<file path="config.mk">
export PLATFORM = sky130hd
export DESIGN_NAME = data_mem_arbiter
export DESIGN_NICKNAME = d
export VERILOG_FILES = /design/src/rtl/data_mem_pkg.sv /design/src/rtl/mem_load_ext.sv /design/src/rtl/data_mem_arbiter.sv
export SDC_FILE = /design/constraint.sdc
export NUM_CORES = 1
export LEC_CHECK = 0
export ABC_AREA = 1
export CORE_UTILIZATION = 42
export DETAILED_ROUTE_END_ITERATION = 16
export PLACE_DENSITY = 0.93
export RECOVER_POWER = 25
export SLEW_MARGIN = 5
export SYNTH_ARGS = -nofsm -noshare
export SYNTH_HDL_FRONTEND = slang
export SYNTH_SLANG_ARGS = --single-unit
</file>
<file path="constraint.sdc">
create_clock -name clk -period 6.98 [get_ports clk]
set_input_delay 1.396 -clock clk [delete_from_list [all_inputs] [get_ports clk]]
set_output_delay 1.396 -clock clk [all_outputs]
set_load 0.05 [all_outputs]
</file>
<file path="src/rtl/data_mem_pkg.sv">
// ---------------------------------------------------------------------------
// data_mem_pkg
// Shared types for the data memory access path: access size encoding,
// arbiter FSM states, port count, and the alignment/legality rule applied
// to every request before it reaches the memory.
// ---------------------------------------------------------------------------
package data_mem_pkg;

  localparam int NPORTS = 2;

  typedef enum logic [1:0] {
    SZ_BYTE = 2'b00,
    SZ_HALF = 2'b01,
    SZ_WORD = 2'b10,
    SZ_ILL  = 2'b11
  } size_e;

  typedef enum logic [1:0] {
    IDLE   = 2'b00,
    ACCESS = 2'b01,
    RESP   = 2'b10
  } state_e;

  // A request is legal when its size is defined and the address is
  // naturally aligned for that size.
  function automatic logic is_legal(input size_e size, input logic [1:0] addr_lo);
    case (size)
      SZ_BYTE: return 1'b1;
      SZ_HALF: return ~addr_lo[0];
      SZ_WORD: return (addr_lo == 2'b00);
      default: return 1'b0;
    endcase
  endfunction

endpackage

</file>
<file path="src/rtl/mem_load_ext.sv">
// ---------------------------------------------------------------------------
// mem_load_ext
// Combinational size/sign extension of load data coming back from memory.
// The memory already zero-pads narrow reads, so only the signed byte and
// signed half cases need to modify the value.
//   data      in   32  raw (zero-padded) read data
//   size      in   2   access size (size_e)
//   is_signed in   1   1 = lb/lh style sign extension
//   ext       out  32  extended result
// ---------------------------------------------------------------------------
module mem_load_ext
  import data_mem_pkg::*;
(
  input  logic [31:0] data,
  input  size_e       size,
  input  logic        is_signed,
  output logic [31:0] ext
);

  always_comb begin
    ext = data;
    if (is_signed) begin
      case (size)
        SZ_BYTE: ext = {{24{data[7]}}, data[7:0]};
        SZ_HALF: ext = {{16{data[15]}}, data[15:0]};
        default: ext = data;
      endcase
    end
  end

endmodule

</file>
<file path="src/rtl/data_mem_arbiter.sv">
// ---------------------------------------------------------------------------
// data_mem_arbiter
// Round-robin arbiter and access sequencer sharing one byte-addressed data
// memory port between the load/store unit (port 0) and the debug/loader
// port (port 1). Each grant produces exactly one cycle of memory strobes
// followed by a one-cycle ack with error flag and extended read data.
//   clk, rst        clock / asynchronous active-high reset
//   req_i..wdata_i  per-port request fields (held until ack)
//   ack_o, err_o, rdata_o   per-port completion, shared error/data
//   mem_*           memory-side address, data and strobes
//   mem_data_out    combinational read data from memory
// ---------------------------------------------------------------------------
module data_mem_arbiter
  import data_mem_pkg::*;
#(
  parameter int WIDTH = 32,
  parameter int DEPTH = 20
) (
  input  logic                          clk,
  input  logic                          rst,
  input  logic [NPORTS-1:0]             req_i,
  input  logic [NPORTS-1:0]             we_i,
  input  logic [NPORTS-1:0][1:0]        size_i,
  input  logic [NPORTS-1:0]             signed_i,
  input  logic [NPORTS-1:0][DEPTH-1:0]  addr_i,
  input  logic [NPORTS-1:0][WIDTH-1:0]  wdata_i,
  output logic [NPORTS-1:0]             ack_o,
  output logic                          err_o,
  output logic [WIDTH-1:0]              rdata_o,
  output logic [DEPTH-1:0]              mem_addr,
  output logic [WIDTH-1:0]              mem_data_in,
  output logic                          mem_wr,
  output logic                          mem_rd,
  output logic                          mem_one_byte,
  output logic                          mem_two_bytes,
  output logic                          mem_four_bytes,
  input  logic [WIDTH-1:0]              mem_data_out
);

  state_e      state;
  logic        last;
  logic        port;
  logic        lat_we;
  logic        lat_signed;
  logic        lat_legal;
  size_e       lat_size;

  logic        any_req;
  logic        winner;
  size_e       win_size;
  logic        win_legal;
  logic [31:0] ext_data;

  // On a tie the port that was not served last wins; otherwise the single
  // requester wins.
  always_comb begin
    any_req   = |req_i;
    winner    = (req_i == 2'b11) ? ~last : req_i[1];
    win_size  = size_e'(size_i[winner]);
    win_legal = is_legal(win_size, addr_i[winner][1:0]);
  end

  mem_load_ext u_load_ext (
    .data      (mem_data_out),
    .size      (lat_size),
    .is_signed (lat_signed),
    .ext       (ext_data)
  );

  // Strobes are registered at grant and cleared one cycle later, so they
  // are high for exactly the ACCESS cycle and an asynchronous reset pulls
  // them low before the falling edge on which a write would commit.
  // RESP always goes back to IDLE: the served port still holds req on that
  // edge and must not be granted a second time.
  always_ff @(posedge clk or posedge rst) begin
    if (rst) begin
      state          <= IDLE;
      last           <= 1'b1;
      port           <= 1'b0;
      lat_we         <= 1'b0;
      lat_signed     <= 1'b0;
      lat_legal      <= 1'b0;
      lat_size       <= SZ_BYTE;
      ack_o          <= '0;
      err_o          <= 1'b0;
      rdata_o        <= '0;
      mem_addr       <= '0;
      mem_data_in    <= '0;
      mem_wr         <= 1'b0;
      mem_rd         <= 1'b0;
      mem_one_byte   <= 1'b0;
      mem_two_bytes  <= 1'b0;
      mem_four_bytes <= 1'b0;
    end else begin
      case (state)
        IDLE: begin
          ack_o   <= '0;
          err_o   <= 1'b0;
          rdata_o <= '0;
          if (any_req) begin
            port           <= winner;
            last           <= winner;
            lat_we         <= we_i[winner];
            lat_signed     <= signed_i[winner];
            lat_size       <= win_size;
            lat_legal      <= win_legal;
            mem_addr       <= addr_i[winner];
            mem_data_in    <= wdata_i[winner];
            mem_wr         <= win_legal & we_i[winner];
            mem_rd         <= win_legal & ~we_i[winner];
            mem_one_byte   <= win_legal & (win_size == SZ_BYTE);
            mem_two_bytes  <= win_legal & (win_size == SZ_HALF);
            mem_four_bytes <= win_legal & (win_size == SZ_WORD);
            state          <= ACCESS;
          end
        end
        ACCESS: begin
          mem_wr         <= 1'b0;
          mem_rd         <= 1'b0;
          mem_one_byte   <= 1'b0;
          mem_two_bytes  <= 1'b0;
          mem_four_bytes <= 1'b0;
          ack_o          <= 2'b01 << port;
          err_o          <= ~lat_legal;
          rdata_o        <= (lat_legal & ~lat_we) ? ext_data : '0;
          state          <= RESP;
        end
        RESP: begin
          ack_o   <= '0;
          err_o   <= 1'b0;
          rdata_o <= '0;
          state   <= IDLE;
        end
        default: begin
          state <= IDLE;
        end
      endcase
    end
  end

endmodule

</file>
After elaboration in Yosys (flattened, before gate mapping)
Cells that the tools add are included.
Cells by class
  shift operators: 1
  eq/ne operators: 7
  add/sub/neg operators: 0
  order comparisons: 1
  divide/modulo/power cells: 0
  mux-type cells: 30
  reductions and logical operators: 10
  bitwise operators: 11
  multipliers: 0
Operators with widths (count)
  $mux 32: 4
  $pmux 32 s2: 2
  $mux 20: 2
  $pmux 1 s2: 6
  $mux 1: 10
  $logic_not 2->1: 4
  $pmux 2 s2: 2
  $and 1x1->1: 6
  $eq 2x1->1 const B: 3
  $eq 2x2->1 const B: 3
  $mux 2: 3
  $not 1->1: 5
  $reduce_and 2->1: 2
  $reduce_bool 2->1: 2
  $reduce_or 2->1: 2
  $pmux 1 s3: 1
  $lt 1x2->1 const B: 1
  $ne 2x2->1 const B: 1
  $shl 1x1->2 const A: 1
Word-level totals
  bits in registers: 101
  ROM bits: 0
  memories: 0
  memory bits (writable): 0
  output and inout bits: 92
  latch bits: 0

Longest topological paths before layout
  depth after elaboration: 9
  depth in mapped cells: 9

Hierarchy
A second synthesis with hierarchy kept.
Unflattened totals
  cell total of the unflattened synthesis: 582
  area total of the unflattened synthesis: 4705.8 µm²
Modules (own cells, without submodules)
  data_mem_arbiter: instances 1, cells an instance 513, area each 4384.2 µm²
  mem_load_ext: instances 1, cells an instance 69, area each 321.6 µm²

Worst setup path before layout
Ideal clock, no wire load.
  kind: in2reg
  from: input port req_i[1]
  to: register mem_addr[0]
  buffers on the path: 1
  arrival: 2253 ps
  setup slack: 4653 ps
  stages: 6
  path through: nor2_1 nor2_8 inv_2 clkbuf_1 nand2_1 o21ai_2
On the way
  word-level cells in the longest chain between the ends: 4
  elaborated cells between the ends (all ways): 6
  classes of those cells: eq/ne: 1; mux: 3; reduce/logical: 2
RTL lines
  from (decl): RTL line data_mem_arbiter.sv:21  | input logic [NPORTS-1:0] req_i,
  $eq 2x2->1: RTL line data_mem_arbiter.sv:58  | winner = (req_i == 2'b11) ? ~last : req_i[1];
  $mux 1: RTL line data_mem_arbiter.sv:58
  $mux 20 (not written as such) (2 in a row): RTL line data_mem_arbiter.sv:107  | mem_addr <= addr_i[winner];
  to (signal assigned): RTL line data_mem_arbiter.sv:107
  to (decl): RTL line data_mem_arbiter.sv:30  | output logic [DEPTH-1:0] mem_addr,
Parallel ways exist; a longest one is shown, timed or not. The select of a mux whose other input is x is not followed.
A chain may end at the register's enable or synchronous reset.

Worst setup path in the final report
  from: input port req_i[0]
  to: register mem_data_in[1]
On the way
  word-level cells in the longest chain between the ends: 4
  elaborated cells between the ends (all ways): 6
  classes of those cells: eq/ne: 1; mux: 3; reduce/logical: 2
RTL lines
  $eq 2x2->1: RTL line data_mem_arbiter.sv:58
  $mux 1: RTL line data_mem_arbiter.sv:58
  $mux 32 (not written as such) (2 in a row): RTL line data_mem_arbiter.sv:108  | mem_data_in <= wdata_i[winner];
  to (signal assigned): RTL line data_mem_arbiter.sv:108
  to (decl): RTL line data_mem_arbiter.sv:31  | output logic [WIDTH-1:0] mem_data_in,
Parallel ways exist; a longest one is shown, timed or not. The select of a mux whose other input is x is not followed.

==> impl_metrics.tcl <==
set metrics [dict create \
    leakagePower_nw 3.10 \
    relSlewSlack_pct -3.99 \
    die_area_sq_um 11100 \
    final_common_cell "clkdlybuf4s50_1" \
    diodes 0 \
    start_kind "input pin" \
    cts_tree "built" \
    port_buffers 239 \
    crit_arrival_ns 4.09 \
    grt_pass1_wl_mm 21.7 \
    hold_class "flip-flop to flip-flop" \
    io_pins 240 \
    syn_area_sq_um 4470 \
    grt_max_degree 68 \
    cts_hold_buf 0 \
    drt_iter0_drc 287 \
    antenna_found_initial 0 \
    nNetsFinal 889 \
    synth-seq-area-share_pct 56.6 \
    cp_slowest_cell "nand2_2" \
    yosysUniqueCellTypes 28 \
    cap_violations 2 \
    initial_core_util_pct 43.3 \
    track_usage_pct 25.1 \
    critPathCaptureType "flip-flop" \
    synth_warnings 0 \
    crit_fanout 58 \
    period_share_pct 54.8 \
    drive_gt1_share_pct 3.75 \
    cts_resized 0 \
    cts_max_level 3 \
    final_util_pct 68.9 \
    die_x_um 105 \
    final_cell_mix "clkdlybuf4s50_1, nand2_1, dfrtp_1" \
    syn2layout_area_growth_pct 59.2 \
    worstPathCellList "clkdlybuf4s50_1 > nand2_1 > nand2_2 > inv_1 > buf_4 > o21ai_0 > o21ai_1" \
    drtAntennaViolNets 0 \
    totalWireLength_mm 13.6 \
    slew_viol_final 18 \
    fill_cells 809 \
    critPathKind "input pin to flip-flop" \
    fmax_mhz 261 \
    power_per_cell_area_nw_per_um2 437 \
    fin_tns_setup_ns 0 \
    hpwl_mm 9.77 \
    status "complete, but fails checks" \
    setup-violations-final 0 \
    synth_edf_count 0 \
    num_rows 37 \
    clkTransAtPathRegs_ns 0.10 \
    finClkSkew_ns 0.0126 \
    slowest_delay_ns 0.79 \
    first_global_vias 4571 \
    routabilityCongestion 0.809 \
    required_ns 7.24 \
    whs_ns 0.482 \
    synth_area_per_cell_sq_um 8.54 \
    violations "max-capacitance violations, max-slew violations" \
    crit_family "buffers and inverters" \
    fp.dieH_um 105 \
    cts.sinks 101 \
    ys_ff_latch 101 \
    viasPerCell 5.22 \
    cts_buffers 9 \
    drc 0 \
    cts_root_buf "clkbuf_8" \
    ctsLongestPathBuffers 2 \
    core_area_sq_um 10300 \
    overflow 0 \
    wl_per_cell_um 15.4 \
    synthCells 523 \
    dr.pass1.iters 5 \
    fin_crit_ns 3.83 \
    power_mw 3.11 \
    multi_input_area_sq_um 1700 \
    ys.flop_type "dfrtp_1" \
    cp_num_buf_inv 3 \
    tightest_slew_ns 1.54 \
    ys_async_sr_fraction_pct 100 \
    via_count 4602 \
    rsz0062_at_grt "false" \
    register_area_sq_um 2530 \
    post_cts_buffers 0 \
    peakVddDrop_mv 0.263 \
    synthesis.nets 671 \
    insertion_delay_ns 0.37 \
    hold_viol_final 0 \
]
==> synthesized netlist by cell type, types with 2 or more instances <==
master      n  area share [%]
nand3_1    32             3.6
inv_2       2            0.17
a32o_1      7             1.6
nand3b_1    2            0.34
nor2_1     71             6.0
dfrtp_1   100              56
buf_4       2            0.34
nand4_1     2            0.28
nand2_1   110             9.2
clkbuf_1   20             1.7
o21ai_2     3            0.59
buf_6       2            0.50
buf_2       8            0.90
inv_1      15             1.3
o21ai_1    61             6.8
o21ai_0    73             8.2
buf_1       2            0.17
==> through the flow <==
step | setup WS [ns] | cell area (sq um) | instances
5_1_grt | 2.94 | 7110 | 882
3_5_place_dp | 2.78 | 6890 | 866
4_1_cts | 3.18 | 7130 | 882
2_1_floorplan | 2.94 | 4470 | 523
3_3_place_gp | 2.96 | 6890 | 866
6_report | 3.15 | 7110 | 882
==> routing by layer <==
metal / global-route usage [%] / up-vias / routed length [um]
li1: - / 2161 / -
met1: 28.9 / 2172 / 5240
met2: 44.6 / 239 / 6980
met3: 5.68 / 30 / 978
met4: 11.3 / 0 / 378
met5: 0 / - / 0
==> final timing paths <==
| path | startpoint | end | slack (ns) | cells past startpoint |
|---|---|---|---|---|
| max reg2reg | state[0]$_DFFE_PP0P_ | rdata_o[24]$_DFFE_PP0P_ | 3.81 | 6 |
| min in group asynchronous | rst | mem_addr[18]$_DFFE_PP0P_ | 1.81 | 2 |
| max in group asynchronous | rst | rdata_o[24]$_DFFE_PP0P_ | 3.73 | 3 |
| min | port$_DFFE_PP0P_ | ack_o[0]$_DFFE_PP0P_ | 0.48 | 1 |
| min reg2reg | port$_DFFE_PP0P_ | ack_o[0]$_DFFE_PP0P_ | 0.48 | 1 |
| max | req_i[0] | mem_data_in[1]$_DFFE_PP0P_ | 3.15 | 7 |
==> kinds of logic after synthesis <==
| kind of cell | after synthesis | share of synthesized area, % |
|---|---|---|
| simple gates | 223 | 20.7 |
| compound gates | 146 | 17.5 |
| flops | 101 | 56.6 |
| buf+inv | 53 | 5.21 |
==> power by group <==
group | switching [mW] | internal [mW] | total [mW]
logic | 1.16 | 0.554 | 1.72
registers | 0.164 | 0.803 | 0.968
clock network | 0.199 | 0.224 | 0.422
total | 1.53 | 1.58 | 3.11
==> layout make-up <==
type                    instances  share of cell area [%]
multi-input cells             369                    23.9
clock buffers                  12                    2.18
flip-flops and latches        101                    35.5
inverters                      18                   0.967
well taps                     136                    2.39
clock inverters                 4                    1.09
repair buffers                242                    33.9
==> registers in the layout, indices dropped and copies added, names as in the netlist <==
signal          cells
mem_data_in        32
ack_o               2
lat_we              1
mem_four_bytes      1
mem_wr              1
lat_signed          1
mem_rd              1
mem_two_bytes       1
last                1
lat_size            2
lat_legal           1
state               2
port                1
err_o               1
mem_addr           20
mem_one_byte        1
rdata_o            32
Power figures use the tool's default switching activity.
